--- src/rtl/adc_psram_pkg.sv ---
// rtl/adc_psram_pkg.sv - shared types and constants for the ADC-to-PSRAM writer
package adc_psram_pkg;

    typedef enum logic [1:0] {
        ST_IDLE    = 2'd0,
        ST_CAPTURE = 2'd1,
        ST_DRAIN   = 2'd2,
        ST_DONE    = 2'd3
    } state_t;

    localparam int SLOT_W         = 16;
    localparam int SLOTS_PER_WORD = 4;
    localparam int WORD_W         = SLOT_W * SLOTS_PER_WORD;

    // Oldest sample of a word sits in the least-significant slot.
    localparam bit PACK_OLDEST_LSB = 1'b1;

    function automatic logic [1:0] slot_pos(input logic [1:0] idx);
        return PACK_OLDEST_LSB ? idx : (2'(SLOTS_PER_WORD - 1) - idx);
    endfunction

endpackage

--- src/rtl/sync_fifo.sv ---
// rtl/sync_fifo.sv - register-based synchronous FIFO with extra-bit full/empty tracking
module sync_fifo #(
    parameter int WIDTH = 64,
    parameter int DEPTH = 8
) (
    input  logic             clk,
    input  logic             rst_n,
    input  logic             clear,
    input  logic             push,
    input  logic [WIDTH-1:0] din,
    input  logic             pop,
    output logic [WIDTH-1:0] dout,
    output logic             full,
    output logic             empty
);

    localparam int AW = $clog2(DEPTH);
    localparam logic [AW:0] PTR_ONE = {{AW{1'b0}}, 1'b1};

    logic [WIDTH-1:0] r_mem [DEPTH];
    logic [AW:0]      r_wr_ptr;
    logic [AW:0]      r_rd_ptr;
    logic             w_do_push;
    logic             w_do_pop;

    assign empty = (r_wr_ptr == r_rd_ptr);
    assign full  = (r_wr_ptr[AW] != r_rd_ptr[AW]) &&
                   (r_wr_ptr[AW-1:0] == r_rd_ptr[AW-1:0]);
    assign dout  = r_mem[r_rd_ptr[AW-1:0]];

    // A pop in the same cycle frees the slot, so a push into a full FIFO still lands.
    assign w_do_pop  = pop && !empty;
    assign w_do_push = push && (!full || w_do_pop);

    always_ff @(posedge clk or negedge rst_n) begin
        if (!rst_n) begin
            r_wr_ptr <= '0;
            r_rd_ptr <= '0;
        end else if (clear) begin
            r_wr_ptr <= '0;
            r_rd_ptr <= '0;
        end else begin
            if (w_do_push) r_wr_ptr <= r_wr_ptr + PTR_ONE;
            if (w_do_pop)  r_rd_ptr <= r_rd_ptr + PTR_ONE;
        end
    end

    always_ff @(posedge clk or negedge rst_n) begin
        if (!rst_n) begin
            for (int i = 0; i < DEPTH; i++) r_mem[i] <= '0;
        end else if (w_do_push && !clear) begin
            r_mem[r_wr_ptr[AW-1:0]] <= din;
        end
    end

endmodule

--- src/rtl/adc_psram_writer.sv ---
// rtl/adc_psram_writer.sv - packs 12-bit ADC samples four per 64-bit word and streams them to PSRAM
module adc_psram_writer
    import adc_psram_pkg::*;
#(
    parameter int ADC_BITS   = 12,
    parameter int FIFO_DEPTH = 8,
    parameter int ADDR_W     = 21,
    parameter int ADDR_STEP  = 4,
    parameter int CNT_W      = 18
) (
    input  logic                clk_PSRAM,
    input  logic                rst_n,
    input  logic [ADC_BITS-1:0] adc_data,
    input  logic                data_available,
    input  logic                start,
    input  logic [ADDR_W-1:0]   base_addr,
    input  logic [CNT_W-1:0]    num_samples,
    output logic                mem_wr_valid,
    input  logic                mem_wr_ready,
    output logic [ADDR_W-1:0]   mem_addr,
    output logic [63:0]         mem_data,
    output logic                busy,
    output logic                done,
    output logic                overflow
);

    state_t              r_state;
    state_t              w_next_state;
    logic [ADDR_W-1:0]   r_addr;
    logic [CNT_W-1:0]    r_num;
    logic [CNT_W-1:0]    r_cnt;
    logic [1:0]          r_idx;
    logic [WORD_W-1:0]   r_word;
    logic                r_push;
    logic                r_overflow;

    logic                w_start_ok;
    logic                w_take;
    logic                w_pop;
    logic                w_full;
    logic                w_empty;
    logic [WORD_W-1:0]   w_head;

    assign w_start_ok = start && (r_state == ST_IDLE || r_state == ST_DONE);
    assign w_take     = (r_state == ST_CAPTURE) && data_available && (r_cnt != r_num);
    assign w_pop      = mem_wr_valid && mem_wr_ready;

    sync_fifo #(
        .WIDTH (WORD_W),
        .DEPTH (FIFO_DEPTH)
    ) u_fifo (
        .clk   (clk_PSRAM),
        .rst_n (rst_n),
        .clear (w_start_ok),
        .push  (r_push),
        .din   (r_word),
        .pop   (w_pop),
        .dout  (w_head),
        .full  (w_full),
        .empty (w_empty)
    );

    always_ff @(posedge clk_PSRAM or negedge rst_n) begin
        if (!rst_n) r_state <= ST_IDLE;
        else        r_state <= w_next_state;
    end

    always_comb begin
        w_next_state = r_state;
        case (r_state)
            ST_IDLE, ST_DONE: begin
                if (start) w_next_state = (num_samples == '0) ? ST_DONE : ST_CAPTURE;
            end
            ST_CAPTURE: begin
                if (r_cnt == r_num) w_next_state = ST_DRAIN;
            end
            ST_DRAIN: begin
                if (w_empty && !r_push) w_next_state = ST_DONE;
            end
            default: w_next_state = ST_IDLE;
        endcase
    end

    always_comb begin
        busy         = (r_state == ST_CAPTURE) || (r_state == ST_DRAIN);
        done         = (r_state == ST_DONE);
        mem_wr_valid = busy && !w_empty;
        mem_addr     = r_addr;
        mem_data     = w_head;
        overflow     = r_overflow;
    end

    // The completed word is pushed one edge after its fourth sample lands.
    always_ff @(posedge clk_PSRAM or negedge rst_n) begin
        if (!rst_n) begin
            r_addr     <= '0;
            r_num      <= '0;
            r_cnt      <= '0;
            r_idx      <= '0;
            r_word     <= '0;
            r_push     <= 1'b0;
            r_overflow <= 1'b0;
        end else begin
            r_push <= 1'b0;
            if (w_start_ok) begin
                r_addr     <= base_addr;
                r_num      <= num_samples;
                r_cnt      <= '0;
                r_idx      <= '0;
                r_overflow <= 1'b0;
            end else begin
                if (w_take) begin
                    r_word[slot_pos(r_idx)*SLOT_W +: SLOT_W] <=
                        {{(SLOT_W-ADC_BITS){1'b0}}, adc_data};
                    r_idx  <= r_idx + 2'd1;
                    r_cnt  <= r_cnt + CNT_W'(1);
                    r_push <= (r_idx == 2'd3);
                end
                if (w_pop) r_addr <= r_addr + ADDR_W'(ADDR_STEP);
                if (r_push && w_full && !w_pop) r_overflow <= 1'b1;
            end
        end
    end

endmodule

--- config.mk ---
export PLATFORM = sky130hd
export DESIGN_NAME = adc_psram_writer
export DESIGN_NICKNAME = d
export VERILOG_FILES = /design/src/rtl/adc_psram_pkg.sv /design/src/rtl/sync_fifo.sv /design/src/rtl/adc_psram_writer.sv
export SDC_FILE = /design/constraint.sdc
export NUM_CORES = 1
export LEC_CHECK = 0
export ABC_AREA = 0
export BUFFER_PORTS_ARGS = -buffer_cell sky130_fd_sc_hd__buf_2
export CAP_MARGIN = 20
export CORE_ASPECT_RATIO = 1.2
export CORE_UTILIZATION = 59
export CTS_CLUSTER_SIZE = 40
export DETAILED_ROUTE_END_ITERATION = 10
export HOLD_SLACK_MARGIN = 0.02
export PLACE_DENSITY_LB_ADDON = 0.15
export SLEW_MARGIN = 5
export SYNTH_ARGS = -nofsm -noshare
export SYNTH_HDL_FRONTEND = slang
export SYNTH_SLANG_ARGS = --single-unit
--- constraint.sdc ---
create_clock -name clk_PSRAM -period 2.9 [get_ports clk_PSRAM]
set_input_delay 0.145 -clock clk_PSRAM [delete_from_list [all_inputs] [get_ports clk_PSRAM]]
set_output_delay 0.145 -clock clk_PSRAM [all_outputs]
set_load 0.01 [all_outputs]
Yosys cells after proc, flatten, opt, wreduce, memory -nomap -nowiden --
Cells that the tools add are included.
Operators by class: add/subtract/negate cells 6, multipliers 0, div/mod/pow operators 0, $lt $le $gt $ge 3, equality and inequality tests 12, shift operators 2, multiplexer cells 26, bitwise operators 3, reductions and logical operators 31
Operators by type and width (number):
- bitwise mux 512 bit | 1
- binary-select mux 64 bit (select 3 bit) | 1
- demux 64 bit (select 3 bit) | 1
- 2-to-1 mux 64 bit | 3
- bitwise mux 64 bit | 1
- variable shift 16 x 34 -> 64 bit, first input constant | 1
- variable part select 16 x 34 -> 64 bit | 1
- 2-to-1 mux 21 bit | 2
- 2-to-1 mux 18 bit | 2
- negation 6 -> 34 bit | 1
- adder 21 x 3 -> 21 bit, second input constant | 1
- adder 18 x 1 -> 18 bit, second input constant | 1
- equality test 18 bit | 1
- logical NOT 18 bit | 1
- != test 18 bit | 1
- 2-to-1 mux 4 bit | 4
- logical AND 1 bit | 13
- 2-to-1 mux 2 bit | 6
- nonzero test 2 bit | 5
- adder 4 x 1 -> 4 bit, second input constant | 2
- greater-or-equal comparator 4 bit, second input constant | 2
- NOT 3 -> 4 bit | 2
- equality test 2 bit, second input constant | 3
- != test 2 bit, second input constant | 3
- other kinds (15) | 24
Word-level totals: register bits 647, latch bits 0, bits in writable memories 0, memory bits (read-only) 0, input port bits 56, output and inout bits 89, word-level logic and storage cells 101, memories kept 0

Longest topological paths before layout --
depth after elaboration 9, gate-level depth with buffers 10, mapped depth without buffers 8

By module --
From an unflattened synthesis, not the netlist that was laid out.
Second synthesis, totals: cell total of the unflattened synthesis 1972, area, all modules 29488.3 um^2
Modules (own cells, without submodules):
- sync_fifo | times used 1, cells an instance 1384, area each 23940.5 um^2, sequential area each 13012.5 um^2
- adc_psram_writer | times used 1, cells an instance 588, area each 5547.8 um^2, sequential area each 2777.7 um^2

Worst setup path after synthesis --
Ideal clock, no wire load.
kind reg2reg, from register r_state[0], to register u_fifo.r_mem[164] (netlist name), library setup time 0.128 ns, arrival time 2.139 ns, data required time 2.772 ns, path slack 0.634 ns, stages on the path, launching flop included 11, path buffers 2, clock period less this slack 2.266 ns, cell sequence dfrtp_1 inv_1 ha_1 inv_1 nor2_1 o21ai_4 nand3_1 nor3b_2 buf_4 buf_6 mux2_1
Between the ends: cells in the longest elaborated chain, start to end 8, elaborated cells between the ends (all ways) 14, those cells by class eq/ne (3); reduce/logical (11)
RTL lines:
- start: declaration | RTL line adc_psram_writer.sv:27 | state_t r_state;
- start signal: assignment | RTL line adc_psram_writer.sv:65 | else r_state <= w_next_state;
- equality test 2 x 1 -> 1 bit or equality test 2 bit (tied branches) | RTL line adc_psram_writer.sv:85 | busy = (r_state == ST_CAPTURE) || (r_state == ST_DRAIN);
- logical OR 1 bit * | RTL line adc_psram_writer.sv:85
- named net busy | RTL line adc_psram_writer.sv:22 | output logic busy,
- logical AND 1 bit * | RTL line adc_psram_writer.sv:87 | mem_wr_valid = busy && !w_empty;
- logical AND 1 bit * | RTL line adc_psram_writer.sv:46 | assign w_pop = mem_wr_valid && mem_wr_ready;
- logical AND 1 bit * | RTL line sync_fifo.sv:32 | assign w_do_pop = pop && !empty;
- logical OR 1 bit * | RTL line sync_fifo.sv:33 | assign w_do_push = push && (!full || w_do_pop);
- logical AND 1 bit * | RTL line sync_fifo.sv:33
- logical AND 1 bit * | RTL line sync_fifo.sv:51 | end else if (w_do_push && !clear) begin
- end signal: indexed assignment | RTL line sync_fifo.sv:52 | r_mem[r_wr_ptr[AW-1:0]] <= din;
- end: declaration | RTL line sync_fifo.sv:20 | logic [WIDTH-1:0] r_mem [DEPTH];
Mark *: on every way through the listed nets, which the timed path passes. The rest lies on a longest branch. A chain may end at the register's enable or synchronous reset.

Worst setup path in the final report --
from register u_fifo.r_rd_ptr[0], to output port mem_data[56]
Between the ends: cells in the longest elaborated chain, start to end 4
RTL lines:
- start: declaration | RTL line sync_fifo.sv:22 | logic [AW:0] r_rd_ptr;
- start signal: assignment | RTL line sync_fifo.sv:44 | if (w_do_pop) r_rd_ptr <= r_rd_ptr + PTR_ONE;
- NOT 3 -> 4 bit (implied by the code) | RTL line sync_fifo.sv:29 | assign dout = r_mem[r_rd_ptr[AW-1:0]];
- binary-select mux 64 bit (select 3 bit) | RTL line sync_fifo.sv:29
- 2-to-1 mux 64 bit (implied by the code) (2 in series) | RTL line sync_fifo.sv:29
- end: declaration | RTL line adc_psram_writer.sv:21 | output logic [63:0] mem_data,
Every way passes these cells. The select of a mux whose other input is x is not followed.

==> reports/results.tsv <==
stage	metric	value	unit
worst_setup_path	critical_path_class	flip-flop to output pin	
detailed_routing	drtIter0Drc	764	
power	switching_share	0.2697	
place	dpl_cell_area	24040	um^2
yosys	async_flop_share	1.000	
power	p_comb_frac	0.136	
final_layout	fin_area	26220	um^2
yosys	yosysTopAreaCell	dfrtp_1	
clocking	clkLatencyLatePin	0.57	ns
yosys	yosysSeqAreaShare	0.5533	
grt	grt_pass1_wl	83280	um
final_layout	layout_common_cells	dfrtp_1, mux2_2, nand2_1, buf_2, mux4_2	
worst_setup_path	crit_path_end_kind	output pin	
final_layout	area_delta_synth_final	15.26	%
worst_hold_path	hold_class	input port to flip-flop	
grt	grt_pass1_vias	14854	
floorplan	fp.dieArea	39350	um^2
clocking	clockBufferDepth	3	
worst_setup_path	startpoint	u_fifo.r_rd_ptr[0]$_DFFE_PN0P_	
yosys	synth_top_area_frac	0.5533	
worst_setup_path	cp_data_arrival_time	2.58	ns
floorplan	die_height	217.1	um
place	io_buffers	128	
final_layout	final_common_cell	dfrtp_1	
worst_setup_path	r2r_slack	0.24	ns
clocking	cts.sinks	503	
sta	finalHoldViolCount	0	
detailed_routing	wire_per_inst	22.20	um
yosys	avgSynthCellArea	14.00	um^2
clocking	cts_made_buffers	50	
clocking	post_cts_buffers	0	
power	clkPwrFrac	0.377	
run_status	outcome	finished, final reports clean	
yosys	synth_edf_count	0	
power	ir_drop	0.5132	mV
sta	timing.hold.ws	0.09508	ns
detailed_routing	final_antenna_net_count	0	
sta	grt_setup_unrepaired	false	
power	total_power	16900	uW
worst_setup_path	critical_path_required	2.76	ns
clocking	clkTransAtPathRegs	0.06	ns
floorplan	boundaryPins	145	
worst_setup_path	r2r_start	r_state[0]$_DFFE_PN0P_	
grt	grt_max_degree	100	
floorplan	chipWidth	181.3	um
place	place.gp.congestion	0.7796	
grt	antenna_found_initial	0	
sta	post-route-period-util	0.9395	
place	dp_cells	2173	
power	seqPwrFrac	0.487	
sta	max_freq	367.0	MHz
worst_setup_path	setup.worst_path.start_class	flip-flop	
final_layout	n_fill_cell	2660	
worst_setup_path	worstPathMaxFanout	49	
sta	setup-violations-final	0	
sta	relSlewSlack	0.3651	
detailed_routing	first_pass_iters	5	
grt	track_usage	0.2735	
clocking	clockRootBuffer	clkbuf_16	
yosys	ys_types	50	
sta	tightest_slew	0.9523	ns
yosys	ys_top_cells_by_area	dfrtp_1, mux2_2, mux4_2	
sta	setup-tns-final	0	ns
floorplan	start_util	0.6007	
floorplan	core_area	37870	um^2
detailed_routing	vias_per_cell	6.021	
sta	fin_crit	2.725	ns
worst_setup_path	cp-endpoint	mem_data[56]	
final_layout	instances_no_fill	2313	
power	internal-power	12340	uW
final_layout	diodes	0	
grt	grt.overflow.total	0	
detailed_routing	vias	13927	
sta	final_max_slew_viol_count	0	
sta	clock_skew	0.01406	ns
yosys	synth_seq_cells	503	
power	p_leak	0.01274	uW
power	power.density	644.4	nW/um^2
clocking	cts_tree	yes	
detailed_routing	drc_errors	0	
power	switching_power	4557	uW
detailed_routing	totalWireLength	51340	um
yosys	syn_area	22750	um^2
floorplan	rows	78	
final_layout	layout-drive-gt1-share	0.3808	
clocking	cts_max_level	2	
yosys	syn_inst	1625	
worst_setup_path	reg2regPathDepth	9	
place	dpl.hpwl	29620	um
worst_setup_path	r2r_end	u_fifo.r_mem[163]$_DFFE_PN0P_	
final_layout	layout.nets	1868	
flow_run	cap_viol_max_count	0	
yosys	yosys_warnings	0	
yosys	synthFlopType	dfrtp_1	
[cells by family after synthesis]
| logic type | synth area share |
|---|---|
| simple gates | 0.05533 |
| flops | 0.5533 |
| xor+xnor | 0.01925 |
| other cells | 0.0001648 |
| fa+ha+maj | 0.006600 |
| buf+inv | 0.03108 |
| mux | 0.2922 |
| compound gates | 0.04208 |
[worst max-delay path, stage by stage (launching register included)]
cell and delay (ns):
dfrtp_4 0.47, bufbuf_16 0.53, mux4_2 0.57, mux2_2 0.28, buf_2 0.14
[registers in the layout (all words and copies together), names as in the netlist, 2 cells and up]
register,cells
r_num,18
u_fifo.r_mem,384
r_idx,2
mem_addr,21
u_fifo.r_rd_ptr,4
r_cnt,18
r_word,48
r_state,2
u_fifo.r_wr_ptr,4
[power by group through the flow]
stage	sequential, uW	combinational (uW)	clock, uW
2_1_floorplan	8180	1380	0
3_3_place_gp	8310	2190	0
3_5_place_dp	8330	2240	0
4_1_cts	8210	2320	6480
5_1_grt	8310	2570	6760
6_report	8230	2300	6370
[worst min path at each step]
stage | from | endpoint | slack, ns | cells past startpoint
floorplan | rst_n | mem_addr[0]$_DFFE_PN0P_ | -0.15 | 0
global placement | rst_n | u_fifo.r_mem[234]$_DFFE_PN0P_ | 0.23 | 1
detailed placement | rst_n | u_fifo.r_mem[234]$_DFFE_PN0P_ | 0.24 | 1
CTS | mem_wr_ready | overflow$_DFFE_PN0P_ | 0.07 | 4
global route | mem_wr_ready | overflow$_DFFE_PN0P_ | 0.12 | 4
finish | mem_wr_ready | overflow$_DFFE_PN0P_ | 0.1 | 4
[layout make-up]
class | instances | area, um^2 | area share
multi-input cells | 996 | 9555 | 0.3644
inverters | 23 | 86.33 | 0.003293
clock buffers | 76 | 1483 | 0.05655
flip-flops and latches | 503 | 12600 | 0.4804
clock inverters | 9 | 120.1 | 0.004581
well taps | 480 | 600.6 | 0.02291
repair buffers | 226 | 1779 | 0.06786
[cell usage after synthesis (all sizes together) (5+ instances only)]
| library cell | instances |
|---|---|
| mux2 | 384 |
| nor3 | 7 |
| clkbuf | 43 |
| and3 | 8 |
| inv | 23 |
| buf | 75 |
| nor2 | 28 |
| xor2 | 15 |
| a22o | 37 |
| xnor2 | 35 |
| nand3 | 17 |
| mux2i | 16 |
| mux4 | 96 |
| nor4 | 7 |
| nand4 | 17 |
| a21oi | 13 |
| dfrtp | 503 |
| ha | 12 |
| o211ai | 5 |
| o21ai | 72 |
| nand2 | 168 |
[timing repair]
action | CTS | global route
endpoints found under the setup margin | 45 | 0
resized for setup | 1 | 0
hold buffers | 54 | 0
endpoints found under the hold margin | 163 | 0
[metal layers]
| layer | track usage | share of wire |
|---|---|---|
| met1 | 0.3791 | 0.44 |
| met2 | 0.4587 | 0.50 |
| met3 | 0.03748 | 0.042 |
| met4 | 0.07147 | 0.022 |
| met5 | 0 | 0 |
[metrics by stage]
| stage | setup WS, ns | util |
|---|---|---|
| 2_1_floorplan | 0.6335 | - |
| 3_3_place_gp | 0.3567 | 0.6348 |
| 3_5_place_dp | 0.2885 | 0.6348 |
| 4_1_cts | 0.1417 | 0.6924 |
| 5_1_grt | 0.08123 | 0.6924 |
| 6_report | 0.1754 | 0.6924 |
Note: power is estimated with default switching activity, not from simulation.
